### src/rtl/deserializer.sv
// Serial-to-parallel receiver: gathers each valid burst MSB first into a
// left-aligned word and reports its bit count; runt bursts are flagged.
module deserializer #(
  parameter int DATA_W  = 16,
  parameter int MOD_W   = $clog2(DATA_W),
  parameter int MIN_LEN = 3
) (
  input  logic              clk_i,
  input  logic              srst_i,
  input  logic              ser_data_i,
  input  logic              ser_data_val_i,
  output logic [DATA_W-1:0] deser_data_o,
  output logic [MOD_W-1:0]  deser_data_mod_o,
  output logic              deser_data_val_o,
  output logic              deser_err_o
);

  typedef enum logic {
    IDLE,
    COLLECT
  } state_t;

  state_t state, state_n;

  logic [MOD_W-1:0]  cnt, cnt_n;
  logic [DATA_W-1:0] word, word_n;
  logic [DATA_W-1:0] full;
  logic [MOD_W-1:0]  idx;
  logic              last;
  logic              long_enough;

  logic [DATA_W-1:0] data_n;
  logic [MOD_W-1:0]  mod_n;
  logic              val_n;
  logic              err_n;

  assign idx         = MOD_W'(DATA_W - 1) - cnt;
  assign last        = 32'(cnt) == DATA_W - 1;
  assign long_enough = 32'(cnt) >= MIN_LEN;

  always_ff @(posedge clk_i) begin
    if (srst_i) begin
      state            <= IDLE;
      cnt              <= '0;
      word             <= '0;
      deser_data_o     <= '0;
      deser_data_mod_o <= '0;
      deser_data_val_o <= 1'b0;
      deser_err_o      <= 1'b0;
    end else begin
      state            <= state_n;
      cnt              <= cnt_n;
      word             <= word_n;
      deser_data_o     <= data_n;
      deser_data_mod_o <= mod_n;
      deser_data_val_o <= val_n;
      deser_err_o      <= err_n;
    end
  end

  always_comb begin
    state_n = state;
    cnt_n   = cnt;
    word_n  = word;
    data_n  = deser_data_o;
    mod_n   = deser_data_mod_o;
    val_n   = 1'b0;
    err_n   = 1'b0;
    full      = word;
    full[idx] = ser_data_i;

    unique case (state)
      IDLE: begin
        if (ser_data_val_i) begin
          word_n           = '0;
          word_n[DATA_W-1] = ser_data_i;
          cnt_n            = MOD_W'(1);
          state_n          = COLLECT;
        end
      end
      COLLECT: begin
        if (ser_data_val_i) begin
          if (last) begin
            // full word: count wraps to 0, which is also the mod encoding
            data_n  = full;
            mod_n   = '0;
            val_n   = 1'b1;
            cnt_n   = '0;
            state_n = IDLE;
          end else begin
            word_n = full;
            cnt_n  = cnt + MOD_W'(1);
          end
        end else begin
          if (long_enough) begin
            data_n = word;
            mod_n  = cnt;
            val_n  = 1'b1;
          end else begin
            err_n = 1'b1;
          end
          cnt_n   = '0;
          state_n = IDLE;
        end
      end
      default: begin
        state_n = IDLE;
        cnt_n   = '0;
      end
    endcase
  end

endmodule

### config.mk
export PLATFORM = sky130hd
export DESIGN_NAME = deserializer
export DESIGN_NICKNAME = d
export VERILOG_FILES = /design/src/rtl/deserializer.sv
export SDC_FILE = /design/constraint.sdc
export NUM_CORES = 1
export LEC_CHECK = 0
export ABC_CLOCK_PERIOD_IN_PS = 3120
export CORE_UTILIZATION = 30
export CTS_CLUSTER_DIAMETER = 150
export DETAILED_ROUTE_END_ITERATION = 8
export PLACE_DENSITY = 0.52
export SYNTH_ARGS = -nofsm -noshare
export SYNTH_HDL_FRONTEND = slang
export SYNTH_SLANG_ARGS = --single-unit
### constraint.sdc
create_clock -name clk_i -period 3.12 [get_ports clk_i]
set_input_delay 0.78 -clock clk_i [delete_from_list [all_inputs] [get_ports clk_i]]
set_output_delay 0.78 -clock clk_i [all_outputs]
set_load 0.01 [all_outputs]
# Word level (Yosys, flattened, before mapping)
# Cells that the tools add are included.
dict set report classes {
  muxes 25
  reduce_logical 6
  n_eq_ne 5
  magnitude_cmp 3
  bitwise 1
  n_addsub 2
}
# op count
set ops {}
lappend ops {{$mux 16} 6}
lappend ops {{$pmux 16 s2} 1}
lappend ops {{$mux 4} 6}
lappend ops {{$bwmux 16} 1}
lappend ops {{$mux 1} 8}
lappend ops {{$pmux 4 s2} 1}
lappend ops {{$ne 2x2->1 const B} 3}
lappend ops {{$reduce_and 3->1} 2}
lappend ops {{$lt 4x5->1 const B} 1}
lappend ops {{$add 4x1->4 const B} 1}
lappend ops {{$demux 1 s4} 1}
lappend ops {{$eq 4x4->1 const B} 1}
lappend ops {{$ge 4x1->1 const B} 1}
lappend ops {{$ge 4x2->1 const B} 1}
lappend ops {{$sub 4x4->4 const A} 1}
lappend ops {{$reduce_or 3->1} 1}
lappend ops {{$ne 2x1->1 const B} 1}
lappend ops {{$pmux 1 s2} 1}
lappend ops {{$reduce_bool 2->1} 1}
lappend ops {{$reduce_or 2->1} 1}
lappend ops {{$logic_and 1x1->1} 1}
lappend ops {{$not 1->1} 1}
dict set report totals {
  elab_cells 49
  reg_bits 43
}

# Depth between registers and ports, before layout
# Gate-level depths: netlist (run 1).
dict set report depth {
  depth_word 9
  mapped_depth 6
}

# Worst setup path after synthesis (run 1)
# Ideal clock, no wire load.
dict set report synth_path {
  kind {input to register}
  startpoint {input ser_data_val_i}
  endpoint {register deser_data_mod_o[1]}
  arrival_ns 1.718
  setup_ns 0.059
  path_stages 5
  slack_ns 1.344
  cell_sequence {buf_4 a21bo_4 a221oi_4 buf_6 a22o_1}
}
dict set report synth_via {
  elab_chain_len 2
  word_cells_on_any_way 4
}
# item line
set synth_rtl {}
lappend synth_rtl {{start: declaration} 11} ;# input logic ser_data_val_i,
lappend synth_rtl {{$ne 2x1->1 (no source line) / $reduce_bool 2->1 (equally long branches)} --}
lappend synth_rtl {{$reduce_and 3->1 (no source line)} --}
lappend synth_rtl {{end signal: assignment} 55} ;# deser_data_mod_o <= mod_n;
lappend synth_rtl {{end: declaration} 13} ;# output logic [MOD_W-1:0] deser_data_mod_o,
# Several ways; a longest one is shown, not always the timed one.
# A chain may end at the register's enable or synchronous reset.

# Worst setup path in the final report (run 1)
dict set report layout_path {
  startpoint {input ser_data_val_i}
  endpoint {register word[11]}
}
dict set report layout_via {
  elab_chain_len 2
  word_cells_on_any_way 3
}
# item line
set layout_rtl {}
lappend layout_rtl {{$ne 2x2->1 (no source line)} --}
lappend layout_rtl {{$reduce_and 3->1 (no source line) (*)} --}
lappend layout_rtl {{end signal: assignment} 53} ;# word <= word_n;
lappend layout_rtl {{end: declaration} 26} ;# logic [DATA_W-1:0] word, word_n;
# Mark *: on every way between the ends. The rest lies on a longest branch, timed or not.

==> results of run 1 <==
[cell usage in the layout, fill, tap and decap left out, types with 2 or more instances in the layout]
cell and instances:
a211oi_1 2, a21o_1 4, a21oi_1 2, a22o_1 4, a31oi_1 3, and2_1 3
and3_1 2, and3b_1 2, buf_4 10, clkbuf_8 6, clkdlybuf4s50_1 25, dfxtp_1 43
ha_1 5, inv_1 18, mux2i_1 17, nand2_1 5, nand2b_1 3, nand3_1 5
nand3b_1 7, nand4_1 31, nand4b_1 10, nor2_1 4, nor2b_1 3, nor4bb_1 4
o211ai_1 12, o221ai_1 3, o2bb2ai_1 16
[per-stage QoR]
| step | cell area, um2 | setup slack, ns |
|---|---|---|
| 5_1_grt | 2780 | 0.709 |
| 4_1_cts | 2780 | 0.853 |
| 3_5_place_dp | 2660 | 0.545 |
| 2_1_floorplan | 2370 | 1.34 |
| 3_3_place_gp | 2660 | 0.619 |
| 6_report | 2780 | 0.870 |
[metal layers]
metal / global-route usage / up-vias / share of wire
li1: - / 985 / -
met1: 0.221 / 916 / 0.52
met2: 0.214 / 39 / 0.43
met3: 0.0244 / 9 / 0.039
met4: 0.0489 / 0 / 0.0094
met5: 0 / - / 0
[report_power, final]
part | switching, W | internal [W]
clock network | 0.000195 | 0.000259
logic | 0.0000441 | 0.0000252
registers | 0.00000510 | 0.000552
[Yosys cell counts, types with 2 or more instances]
master / number / area share
a211oi_1: 2 / 0.0063
a21o_1: 4 / 0.013
a21oi_1: 2 / 0.0042
a22o_1: 4 / 0.015
a31oi_1: 3 / 0.0079
and2_1: 3 / 0.0079
and3_1: 2 / 0.0053
and3b_1: 2 / 0.0074
buf_2: 13 / 0.027
buf_4: 4 / 0.013
buf_6: 3 / 0.014
clkbuf_1: 9 / 0.014
dfxtp_1: 43 / 0.36
ha_1: 5 / 0.026
inv_1: 18 / 0.028
mux2i_1: 17 / 0.072
nand2_1: 5 / 0.0079
nand2b_1: 3 / 0.0079
nand3_1: 5 / 0.011
nand3b_1: 7 / 0.022
nand4_1: 31 / 0.082
nand4b_1: 10 / 0.037
nor2_1: 4 / 0.0063
nor2b_1: 3 / 0.0079
nor4bb_1: 4 / 0.017
o211ai_1: 12 / 0.038
o221ai_1: 3 / 0.011
o2bb2ai_1: 16 / 0.059
[layout make-up]
| cell class | instances | area (um2) |
|---|---|---|
| fill | 807 | 4910 |
| timing repair buffer | 35 | 325 |
| sequential | 43 | 861 |
| clock buffer | 6 | 82.6 |
| clock inverter | 2 | 35.0 |
| multi-input combinational | 162 | 1280 |
| tap | 102 | 128 |
| inverter | 18 | 67.6 |
[registers in the layout, summed over array words and instances (netlist names)]
register	cells
deser_err_o	1
state	1
deser_data_o	16
deser_data_val_o	1
word	16
deser_data_mod_o	4
cnt	4
[path summary, 6_finish.rpt]
check / startpoint / to / slack [ns] / cells past startpoint
setup / recovery: ser_data_val_i / word[11] / 0.87 / 5
hold / removal: deser_data_o[2] / deser_data_o[2] / 0.47 / 1
setup reg to reg: cnt[1] / deser_data_mod_o[2] / 1.26 / 5
hold reg to reg: deser_data_o[2] / deser_data_o[2] / 0.47 / 1
[cell families (layout without fill, tap and decap cells)]
logic type	count (synthesis)	after routing	synth area share
multiplexers	17	17	0.0718
buffers and inverters	47	61	0.0971
flip-flops	43	43	0.363
AO/OA/AOI/OAI	51	51	0.189
AND/OR/NAND/NOR	89	89	0.253
adder cells (fa/ha/maj)	5	5	0.0264
[critical path, delay by kind of cell]
family	cells	cell delay (ns)
AOI/OAI and AO/OA	1	0.13
buffers and inverters	2	0.84
and+or+nand+nor	2	0.72
==> reports/results.ini, run 1 <==
[outcome]
status=complete, no violations

[clock_tree]
postCtsHoldBufs=0
cts_sinks=43
h-tree-depth=2
cts_setup_buffers=0
tritoncts=built
clk_pin_slew_worst_paths_ns=0.08
cts_buffer_depth=2
cts_resized=0
clk_latency_ns=0.30
cts_inserted_buffers=5
root_buffer=clkbuf_8

[layout]
fin_util=0.361
fin_cells=368
antennaDiodeCount=0
syn_to_final_growth_pct=17.2
drive_gt1_frac=0.0902
final_nets=274

[sta]
worst_slew_pin_slew_ns=0.544
tns_ns=0
fin_skew_ns=0.00674
hold_ws_ns=0.466
fmax_ghz=0.444
rsz0062_at_grt=false
slew_viol_final=0
finalCritPeriodShare=0.721
finalHoldViolCount=0
period_minus_slack_ns=2.25
finalSetupViolations=0
relSlewSlack=0.638

[job]
cap_violations=0

[logic_synthesis]
post_synth.cell_area_avg_um2=9.41
yosysUniqueCellTypes=43
ys_ff_latch=43
postSynthCellCount=252
synth-edff-count=0
syn_area_um2=2370
synthArstFlopShare=0
yosys_warnings=0
syn_nets=261
synth_top_flop_cell=dfxtp_1
synth.yosys.seq_area_share=0.363

[power]
ir_worst_vdd_mv=0.174
power_w=0.00108
power_density_nw_per_um2=389
p_leak_nw=0.941

[detailed_routing]
firstDrtPassIters=6
final_antenna_net_count=0
drt_first_iter_violations=202
vias=1949
wl_per_cell_um=15.9
postRouteWirelength_um=5840
drc=0
vias_per_cell=5.30

[grt]
grt_pass1_vias=1807
grt_usage=0.148
grt_max_degree=43
grt_overflow_total=0
grt_pass1_wl_um=9830
antenna_found_initial=0

[setup_path]
start_kind=input port
crit_required_ns=3.34
slowest_delay_ns=0.61
cp_slowest_cell=clkdlybuf4s50_1
path_cells=clkdlybuf4s50_1 -> buf_4 -> and4b_1 -> nand4_1 -> o211ai_1
cp_max_fo=14
arrival_ns=2.47
end_kind=flop
worstSetupPathType=in2reg

[floorplanning]
die_x_um=90.9
num_rows=32
die_area_um2=8260
io_pins=26
coreArea_um2=7690
die_y_um=90.9
initial_utilization=0.308

[placed_design]
numPlacedInstances=360
dp_hpwl_um=3890
gp_congestion=0.799
io_buffers=25

[hold_path]
hold_path.class=reg2reg

No activity file was read; power rests on OpenSTA's default activity.
==> inputs of run 2 (changes only) <==
--- a/config.mk
+++ b/config.mk
@@ -5,11 +5,11 @@
 export SDC_FILE = /design/constraint.sdc
 export NUM_CORES = 1
 export LEC_CHECK = 0
-export ABC_CLOCK_PERIOD_IN_PS = 3120
+export ABC_CLOCK_PERIOD_IN_PS = 2000
 export CORE_UTILIZATION = 30
 export CTS_CLUSTER_DIAMETER = 150
 export DETAILED_ROUTE_END_ITERATION = 8
-export PLACE_DENSITY = 0.52
+export PLACE_DENSITY = 0.54
 export SYNTH_ARGS = -nofsm -noshare
 export SYNTH_HDL_FRONTEND = slang
 export SYNTH_SLANG_ARGS = --single-unit
==> constraint.sdc (replaced) <==
create_clock -name clk_i -period 2 [get_ports clk_i]
set_input_delay 0.5 -clock clk_i [delete_from_list [all_inputs] [get_ports clk_i]]
set_output_delay 0.5 -clock clk_i [all_outputs]
set_load 0.01 [all_outputs]
==> run 2 against run 1 <==
The flow now finishes with violations (DRC); clock skew shrank 0.0014 ns; via count grew 1.8%; sequential share of layout area shrank 1.6 points.
==> reports/results.ini, run 2 (synthesis gave the netlist of run 1 again) <==
[outcome]
status=finished with violations  ; was complete, no violations
violations=DRC

[sta]
fin_skew_ns=0.00531  ; was 0.00674 ns
fmax_ghz=0.552
slew_viol_final=0  ; unchanged
rsz0062_at_grt=false  ; unchanged
period_minus_slack_ns=1.81
worst_slew_pin_slew_ns=0.681  ; was 0.544 ns
relSlewSlack=0.545  ; was 0.638
finalCritPeriodShare=0.907
finalHoldViolCount=0  ; unchanged
finalSetupViolations=0  ; unchanged

[power]
clockPowerShare=0.364  ; was 0.421
seqPwrFrac=0.551  ; was 0.515
internal_power_w=0.00116  ; was 0.000836 W
switching_power_w=0.000413  ; was 0.000245 W
ir_worst_vdd_mv=0.244  ; was 0.174 mV
switching_share=0.262  ; was 0.226
p_leak_nw=1.01  ; was 0.941 nW
pwr-share-comb=0.085  ; was 0.064
power_density_nw_per_um2=538  ; was 389 nW/um2

[detailed_routing]
vias=1985  ; was 1949
postRouteWirelength_um=5860  ; was 5840 um
final_antenna_net_count=0  ; unchanged
firstDrtPassIters=7  ; was 6
drc=1  ; was 0
drt_first_iter_violations=191  ; was 202
vias_per_cell=5.22  ; was 5.30
wl_per_cell_um=15.4  ; was 15.9 um

[layout]
final_nets=286  ; was 274
design_area_um2=2930  ; was 2780 um2
antennaDiodeCount=0  ; unchanged
reg.largest.list=deser_data_o x16, word x16  ; unchanged
seq_area_um2=861  ; unchanged
drive_gt1_frac=0.129  ; was 0.0902
final_common_cell=dfxtp_1  ; unchanged
num-fill-cells=810  ; was 807
fin_cells=380  ; was 368
final_cell_mix=dfxtp_1, nand4_1, clkdlybuf4s50_1  ; unchanged
multi_input_area_um2=1280  ; unchanged
syn_to_final_growth_pct=23.5  ; was 17.2%

[setup_path]
cp_slowest_cell=ha_1  ; was clkdlybuf4s50_1
slowest_delay_ns=0.40  ; was 0.61 ns
end_kind=flop  ; unchanged
path_cells=ha_1 -> or2_4 -> a221oi_4 -> buf_4 -> a22o_1  ; was clkdlybuf4s50_1 -> buf_4 -> and4b_1 -> nand4_1 -> o211ai_1
path_buf_inv=1  ; was 2
ff2ff_path_depth=5  ; unchanged
crit_required_ns=2.25  ; was 3.34 ns
worstSetupPathType=reg2reg  ; was in2reg
cp_max_fo=12  ; was 14
arrival_ns=2.06  ; was 2.47 ns
start_kind=flop  ; was input port
critPathTopFamily=compound AO/OA/AOI/OAI gates  ; was buffers and inverters
worst-path-stages=5  ; unchanged

[placed_design]
dp_hpwl_um=3870  ; was 3890 um
io_buffers=25  ; unchanged
placed_cell_area_um2=2840  ; was 2660 um2
gp_congestion=0.833  ; was 0.799
numPlacedInstances=372  ; was 360

[clock_tree]
clk_latency_ns=0.30  ; about the same
root_buffer=clkbuf_8  ; unchanged
h-tree-depth=2  ; unchanged
cts_sinks=43  ; unchanged
cts_setup_buffers=0  ; unchanged
postCtsHoldBufs=0  ; unchanged
clk_pin_slew_worst_paths_ns=0.09  ; was 0.08 ns
cts_buffer_depth=2  ; unchanged
cts_inserted_buffers=5  ; unchanged
tritoncts=built  ; unchanged
cts_resized=0  ; unchanged

[grt]
grt_pass1_wl_um=9600  ; was 9830 um
grt_max_degree=43  ; unchanged
grt_pass1_vias=1864  ; was 1807
grt_usage=0.143  ; was 0.148
antenna_found_initial=0  ; unchanged
grt_overflow_total=0  ; unchanged

[floorplanning]
io_pins=26  ; unchanged
initial_utilization=0.308  ; unchanged
die_x_um=90.9  ; unchanged
die_area_um2=8260  ; unchanged
coreArea_um2=7690  ; unchanged
die_y_um=90.9  ; unchanged
num_rows=32  ; unchanged

[hold_path]
hold_depth=1  ; unchanged
hold_path.class=reg2reg  ; unchanged

[job]
cap_violations=0  ; unchanged

## run 2: power groups by stage
stage	clock network [W]	registers, W	logic (W)
2_1_floorplan	0	0.000885	0.0000831
3_3_place_gp	0	0.000888	0.000133
3_5_place_dp	0	0.000888	0.000132
4_1_cts	0.000593	0.000868	0.000133
5_1_grt	0.000622	0.000870	0.000142
6_report	0.000574	0.000868	0.000134
## run 2: per-layer routing
metal | wire, um | GRT usage | vias up
li1 | - | - | 1001
met1 | 3060 | 0.211 | 930
met2 | 2510 | 0.211 | 48
met3 | 223 | 0.0253 | 6
met4 | 75 | 0.0437 | 0
met5 | 0 | 0 | -
## run 2: area by class of cell
cell class	instances	share of cell area
Timing Repair Buffer	47	0.172
Inverter	18	0.0231
Tap cell	102	0.0436
Clock inverter	3	0.00684
Multi-Input combinational cell	162	0.437
Sequential cell	43	0.294
Clock buffer	5	0.0235
## run 2: per-stage QoR
stage	setup TNS [ns]	hold slack (ns)	setup WS (ns)	utilization	total power [W]
CTS	0	0.475	0.181	0.381	0.00159
floorplan	0	0.451	0.463	-	0.000968
global route	0	0.486	0.0516	0.381	0.00163
detailed placement	-0.127	0.447	-0.0215	0.369	0.00102
finish	0	0.467	0.187	0.381	0.00158
global placement	0	0.448	0.0205	0.369	0.00102
## run 2: worst paths after layout
path,endpoint,slack [ns],startpoint
worst min-delay path,deser_data_o[0],0.47,deser_data_o[0]
worst max register to register,deser_data_mod_o[0],0.19,cnt[0]
worst max-delay path,deser_data_mod_o[0],0.19,cnt[0]
worst min register to register,deser_data_o[0],0.47,deser_data_o[0]
## run 2: worst register-to-register path: stages, from the launching register on
cell	delay, ns
dfxtp_1	0.39
ha_1	0.40
or2_4	0.33
a221oi_4	0.32
buf_4	0.20
a22o_1	0.13
==> inputs of run 3 (changes only) <==
--- a/config.mk
+++ b/config.mk
@@ -5,11 +5,13 @@
 export SDC_FILE = /design/constraint.sdc
 export NUM_CORES = 1
 export LEC_CHECK = 0
-export ABC_CLOCK_PERIOD_IN_PS = 2000
+export ABC_CLOCK_PERIOD_IN_PS = 2200
+export CAP_MARGIN = 10
 export CORE_UTILIZATION = 30
 export CTS_CLUSTER_DIAMETER = 150
 export DETAILED_ROUTE_END_ITERATION = 8
-export PLACE_DENSITY = 0.54
+export PLACE_DENSITY = 0.52
+export RECOVER_POWER = 25
 export SYNTH_ARGS = -nofsm -noshare
 export SYNTH_HDL_FRONTEND = slang
 export SYNTH_SLANG_ARGS = --single-unit
==> constraint.sdc (replaced) <==
create_clock -name clk_i -period 2.2 [get_ports clk_i]
set_input_delay 0.55 -clock clk_i [delete_from_list [all_inputs] [get_ports clk_i]]
set_output_delay 0.55 -clock clk_i [all_outputs]
set_load 0.01 [all_outputs]
==> run 3 against run 2 <==
The run now ends clean; register-to-register slack better by 0.21 ns; core utilization decreased by 0.47 points; flip-flop and latch count is the same; largest power group unchanged; combinational power is 19% lower; critical path type is now in2reg; sequential power fell by 9.0%; count of clock-buffer cells in the layout up 1; non-clock buffer count shrank 3; via count is 0.65% higher.
==> reports/results.ini, run 3 (synthesis gave the netlist of run 1 again) <==
[detailed_routing]
drc=0  ; was 1
firstDrtPassIters=7  ; unchanged
vias=1998  ; was 1985
postRouteWirelength_um=5960  ; was 5860 um
wl_per_cell_um=15.8  ; was 15.4 um
drt_first_iter_violations=129  ; was 191
vias_per_cell=5.30  ; was 5.22
final_antenna_net_count=0  ; unchanged

[grt]
grt_pass1_wl_um=10000  ; was 9600 um
antenna_found_initial=0  ; unchanged
grt_usage=0.152  ; was 0.143
grt_pass1_vias=1886  ; was 1864
grt_overflow_total=0  ; unchanged
grt_max_degree=22  ; was 43

[hold_path]
hold_end=deser_data_o[14]  ; was deser_data_o[0]
hold_path.class=reg2reg  ; unchanged
hp-start=deser_data_o[14]  ; was deser_data_o[0]
hold_depth=1  ; unchanged

[power]
p_leak_nw=1.02  ; was 1.01 nW
ir_worst_vdd_mv=0.306  ; was 0.244 mV
seqPwrFrac=0.483  ; was 0.551
clockPowerShare=0.450  ; was 0.364
switching_power_w=0.000355  ; was 0.000413 W
internal_power_w=0.00128  ; was 0.00116 W
switching_share=0.217  ; was 0.262
power_density_nw_per_um2=566  ; was 538 nW/um2
power_w=0.00164  ; was 0.00158 W
pwr-share-comb=0.067  ; was 0.085

[clock_tree]
clk_latency_ns=0.30  ; about the same
cts_buffer_depth=2  ; unchanged
cts_resized=0  ; unchanged
cts_setup_buffers=0  ; unchanged
tritoncts=built  ; unchanged
cts_inserted_buffers=5  ; unchanged
clk_pin_slew_worst_paths_ns=0.08  ; was 0.09 ns
root_buffer=clkbuf_8  ; unchanged
cts_sinks=43  ; unchanged
postCtsHoldBufs=0  ; unchanged
h-tree-depth=2  ; unchanged

[floorplanning]
die_y_um=90.9  ; unchanged
initial_utilization=0.308  ; unchanged
io_pins=26  ; unchanged
num_rows=32  ; unchanged
coreArea_um2=7690  ; unchanged
die_area_um2=8260  ; unchanged
die_x_um=90.9  ; unchanged

[layout]
drive_gt1_frac=0.109  ; was 0.129
final_nets=283  ; was 286
syn_to_final_growth_pct=22.0  ; was 23.5%
multi_input_area_um2=1280  ; unchanged
fin_cells=377  ; was 380
seq_area_um2=861  ; unchanged
final_common_cell=dfxtp_1  ; unchanged
final_cell_mix=dfxtp_1, nand4_1, inv_1  ; was dfxtp_1, nand4_1, clkdlybuf4s50_1
reg.largest.list=deser_data_o x16, word x16  ; unchanged
antennaDiodeCount=0  ; unchanged
num-fill-cells=784  ; was 810

[placed_design]
io_buffers=25  ; unchanged
dp_hpwl_um=3980  ; was 3870 um
gp_congestion=0.784  ; was 0.833
numPlacedInstances=369  ; was 372

[setup_path]
cp_max_fo=16  ; was 12
start_kind=input port  ; was flop
end_kind=flop  ; unchanged
arrival_ns=2.10  ; was 2.06 ns
rr_startpoint=cnt[0]  ; unchanged
r2r_slack_ns=0.40  ; was 0.19 ns
worstSetupPathType=in2reg  ; was reg2reg
r2r_end=deser_data_o[15]  ; was deser_data_mod_o[0]
ff2ff_path_depth=5  ; unchanged
crit_required_ns=2.44  ; was 2.25 ns
crit_start=ser_data_val_i  ; was cnt[0]

[sta]
tns_ns=0  ; unchanged
worst_slew_pin_slew_ns=0.716  ; was 0.681 ns
fmax_ghz=0.537
slew_viol_final=0  ; unchanged
finalSetupViolations=0  ; unchanged
period_minus_slack_ns=1.86
fin_skew_ns=0.00541  ; was 0.00531 ns
finalCritPeriodShare=0.846
finalHoldViolCount=0  ; unchanged
hold_ws_ns=0.462  ; was 0.467 ns
rsz0062_at_grt=false  ; unchanged
relSlewSlack=0.522  ; was 0.545

[outcome]
status=complete, no violations  ; was finished with violations

[job]
cap_violations=0  ; unchanged

run 3: cell count changes in the layout (fill, tap and decap cells not counted):
| cell | previous run | this run |
|---|---|---|
| clkinvlp_4 | 2 | 0 |
| buf_12 | 7 | 3 |
| dlygate4sd3_1 | 0 | 10 |
| clkdlybuf4s50_1 | 25 | 15 |
| bufinv_16 | 0 | 2 |
| clkbuf_1 | 0 | 3 |
| clkinv_2 | 1 | 0 |
| buf_4 | 15 | 14 |
| and2_0 | 0 | 1 |
| and2_1 | 3 | 2 |
run 3: how the worst max path moves through the flow:
stage / end / slack, ns / cells past startpoint
floorplan: deser_data_mod_o[1] / 0.65 / 5
global placement: deser_data_o[0] / 0.14 / 5
detailed placement: deser_data_o[0] / 0.11 / 5
CTS: deser_data_o[0] / 0.40 / 5
global route: word[12] / 0.26 / 5
finish: deser_data_o[10] / 0.34 / 5
run 3: cell type report:
type                    instances  area share
flip-flops and latches         43       0.298
inverters                      18      0.0234
clock inverters                 2      0.0208
well taps                     102      0.0441
multi-input cells             162       0.443
repair buffers                 44       0.146
clock buffers                   6      0.0251
run 3: per-stage QoR:
step | setup WS [ns] | cell area [um2] | utilization
after CTS | 0.400 | 2900 | 0.377
final | 0.338 | 2890 | 0.376
after global placement | 0.140 | 2770 | 0.360
after detailed placement | 0.108 | 2770 | 0.360
after global routing | 0.264 | 2890 | 0.376
after floorplan | 0.654 | 2370 | -
run 3: layer usage:
layer	wire length [um]	global-route usage	up-vias
li1	-	-	1001
met1	3170	0.216	945
met2	2530	0.224	41
met3	177	0.0328	11
met4	82	0.0556	0
met5	0	0	-
run 3: power by group through the flow:
stage / logic (W) / registers, W / clock network, W
CTS: 0.000111 / 0.000790 / 0.000755
detailed placement: 0.000111 / 0.000808 / 0
floorplan: 0.0000755 / 0.000805 / 0
finish: 0.000109 / 0.000790 / 0.000736
global placement: 0.000111 / 0.000808 / 0
global route: 0.000119 / 0.000791 / 0.000797
run 3: critical path, stage by stage:
cell           delay (ns)
dlygate4sd3_1        0.61
a21bo_4              0.27
a221oi_4             0.36
buf_12               0.19
o2bb2ai_1            0.11
==> RTL edit: new RTL, flow settings as in run 3 <==
`DATA_W`: 16 -> 32.
--- a/src/rtl/deserializer.sv
+++ b/src/rtl/deserializer.sv
@@ -1,7 +1,7 @@
 // Serial-to-parallel receiver: gathers each valid burst MSB first into a
 // left-aligned word and reports its bit count; runt bursts are flagged.
 module deserializer #(
-  parameter int DATA_W  = 16,
+  parameter int DATA_W  = 32,
   parameter int MOD_W   = $clog2(DATA_W),
   parameter int MIN_LEN = 3
 ) (
Interface: changed (resized deser_data_mod_o and deser_data_o); port bits go from 26 to 43. No check against the original RTL was run, so the function may have changed too.
==> RTL edit against run 3 <==
Clock skew is 0.00056 ns higher; largest power group is now clock; core utilization hardly changed; routed wire length is 53% higher; combinational power is 98% higher; design area is 59% higher; register-to-register slack worse by 0.22 ns; total power is 90% higher; largest cell class unchanged; hold slack better by 0.011 ns; synthesized area is 61% higher; critical endpoint is now deser_data_o[15]; sequential share of layout area is 3.8 points higher; critical path depth is 2 higher; sequential cell count is 34 higher; worst setup slack worse by 0.16 ns.
==> RTL edit: results (changes against run 3) <==
Power
  – Leak: 1.824 nW (+78%)
  – Worst vdd ir: 0.4313 mV (+41%)

Detailed routing
  – First drt pass iteration count: 4 (-3)
  – Iter 0 DRT Violations: 175 (+36%)
  – WL met3: 222 um (+25%)
  – DR top layer: met4
  – ANT nets after route: 0 (unchanged)
  – Met2 routed WL: 4.001 mm (+58%)
  – M1 wire length: 4.696 mm (+48%)
  – Routed Wire Length: 9.104 mm (+53%)
  – Vias per cell: 5.034 (-5.0%)
  – WL per Instance: 15.30 um (-3.1%)

GRT
  – Largest net degree at the start of global routing: 34 (+55%)
  – Tot GR Track Use: 14.86% (-0.36 points)
  – Initial antenna violation count: 0 (unchanged)
  – First-pass GRT wire length: 15.18 mm (+51%)
  – Vias in the first global route: 2953 (+57%)

Yosys
  – Leading cell types by count after synthesis: dfxtp_1 (77), nor2_1 (68), a21oi_1 (38), a22o_1 (37), mux2i_1 (32)
  – Largest cells by area after synthesis: dfxtp_1 (40%), a22o_1 (8.5%), mux2i_1 (8.4%), a2bb2oi_1 (7.1%), nor2_1 (6.7%)
  – Post-Syn Nets: 406 (+56%)
  – Syn Inst Count: 395 (+57%)
  – Yosys Warn Count: 0 (unchanged)
  – Netlist cell types: 37 (-14%)
  – Register area share after synthesis: 40.34% (+4.0 points)

Clock tree
  – CTS Buffer Depth: 2 (unchanged)
  – PostCTS Resize Cnt: 0 (unchanged)
  – H-tree levels: 3 (+1)
  – Clock buffer count from CTS: 9 (+4)
  – Clock-pin slew on the worst setup and hold paths: 0.06 ns (-0.02 ns)
  – Worst-Skew Late Latency: 0.33 ns (+0.03 ns)
  – Clk root buf: clkbuf_16
  – Post-CTS Hold Buffers: 0 (unchanged)

Hold path
  – Hold Crit Class: reg2reg

Placed design
  – Worst slack, placed: 0.1886 ns (+0.08103 ns)
  – DP Area: 4309 um^2 (+56%)
  – Placed cell count: 580 (+57%)
  – PortBufs: 42 (+68%)
  – Post-detail-place hpwl: 5.570 mm (+40%)
  – Placer Congestion: 0.8321 (+6.1%)

Critical path
  – CP Max Fanout: 25 (+9)

STA
  – Slew HR: 56.36% (+4.2 points)
  – Final Skew: 0.005972 ns (+0.0005648 ns)
  – Setup violators final: 0 (unchanged)

Cells and area
  – N_diodes: 0 (unchanged)
  – Design Area, Final: 4596 um^2 (+59%)
  – Largest regs: deser_data_o x32, word x32
  – Layout cells sized above 1: 13.35% (+2.4 points)
  – Layout net count: 434 (+53%)
  – Fill count: 1277 (+63%)

Status
  – Run status: finished clean
==> RTL edit: cell families after synthesis <==
kind of cell | Yosys count | synth area share, %
AOI/OAI and AO/OA | 114 | 22.46
adders and majority gates | 7 | 2.292
buffers and inverters | 49 | 8.218
DFF | 77 | 40.34
muxes | 33 | 8.677
and+or+nand+nor | 115 | 18.01
==> RTL edit: cell type report <==
| class | instances | area share [%] |
|---|---|---|
| inverters | 5 | 0.4084 |
| repair buffers | 61 | 12.31 |
| clock buffers | 11 | 5.282 |
| well taps | 168 | 4.574 |
| clock inverters | 4 | 1.062 |
| flip-flops and latches | 77 | 33.54 |
| multi-input cells | 269 | 42.83 |
==> RTL edit: worst paths after layout <==
| check | from | endpoint | slack, ns | cells past startpoint |
|---|---|---|---|---|
| setup / recovery | cnt[0] | deser_data_o[15] | 0.18 | 7 |
| hold / removal | deser_data_mod_o[2] | deser_data_mod_o[2] | 0.47 | 1 |
| setup reg to reg | cnt[0] | deser_data_o[15] | 0.18 | 7 |
| hold reg to reg | deser_data_mod_o[2] | deser_data_mod_o[2] | 0.47 | 1 |
==> RTL edit: critical path: stages (launching register included) <==
cell      delay (ns)
dfxtp_1         0.38
ha_1            0.24
and3_1          0.20
ha_1            0.21
nand2b_1        0.21
a31oi_4         0.22
buf_4           0.32
a22o_1          0.19
==> RTL edit: report_power, final <==
group | internal [mW] | switching [mW]
Sequential | 1.41 | 0.00907
Combinational | 0.0784 | 0.138
Clock | 0.902 | 0.571
Total | 2.39 | 0.718
==> RTL edit: per-layer routing <==
| metal | GRT usage (%) | up-vias |
|---|---|---|
| met5 | 0 | - |
| met2 | 22.93 | 56 |
| met3 | 3.216 | 14 |
| li1 | - | 1513 |
| met4 | 6.234 | 0 |
| met1 | 20.05 | 1412 |
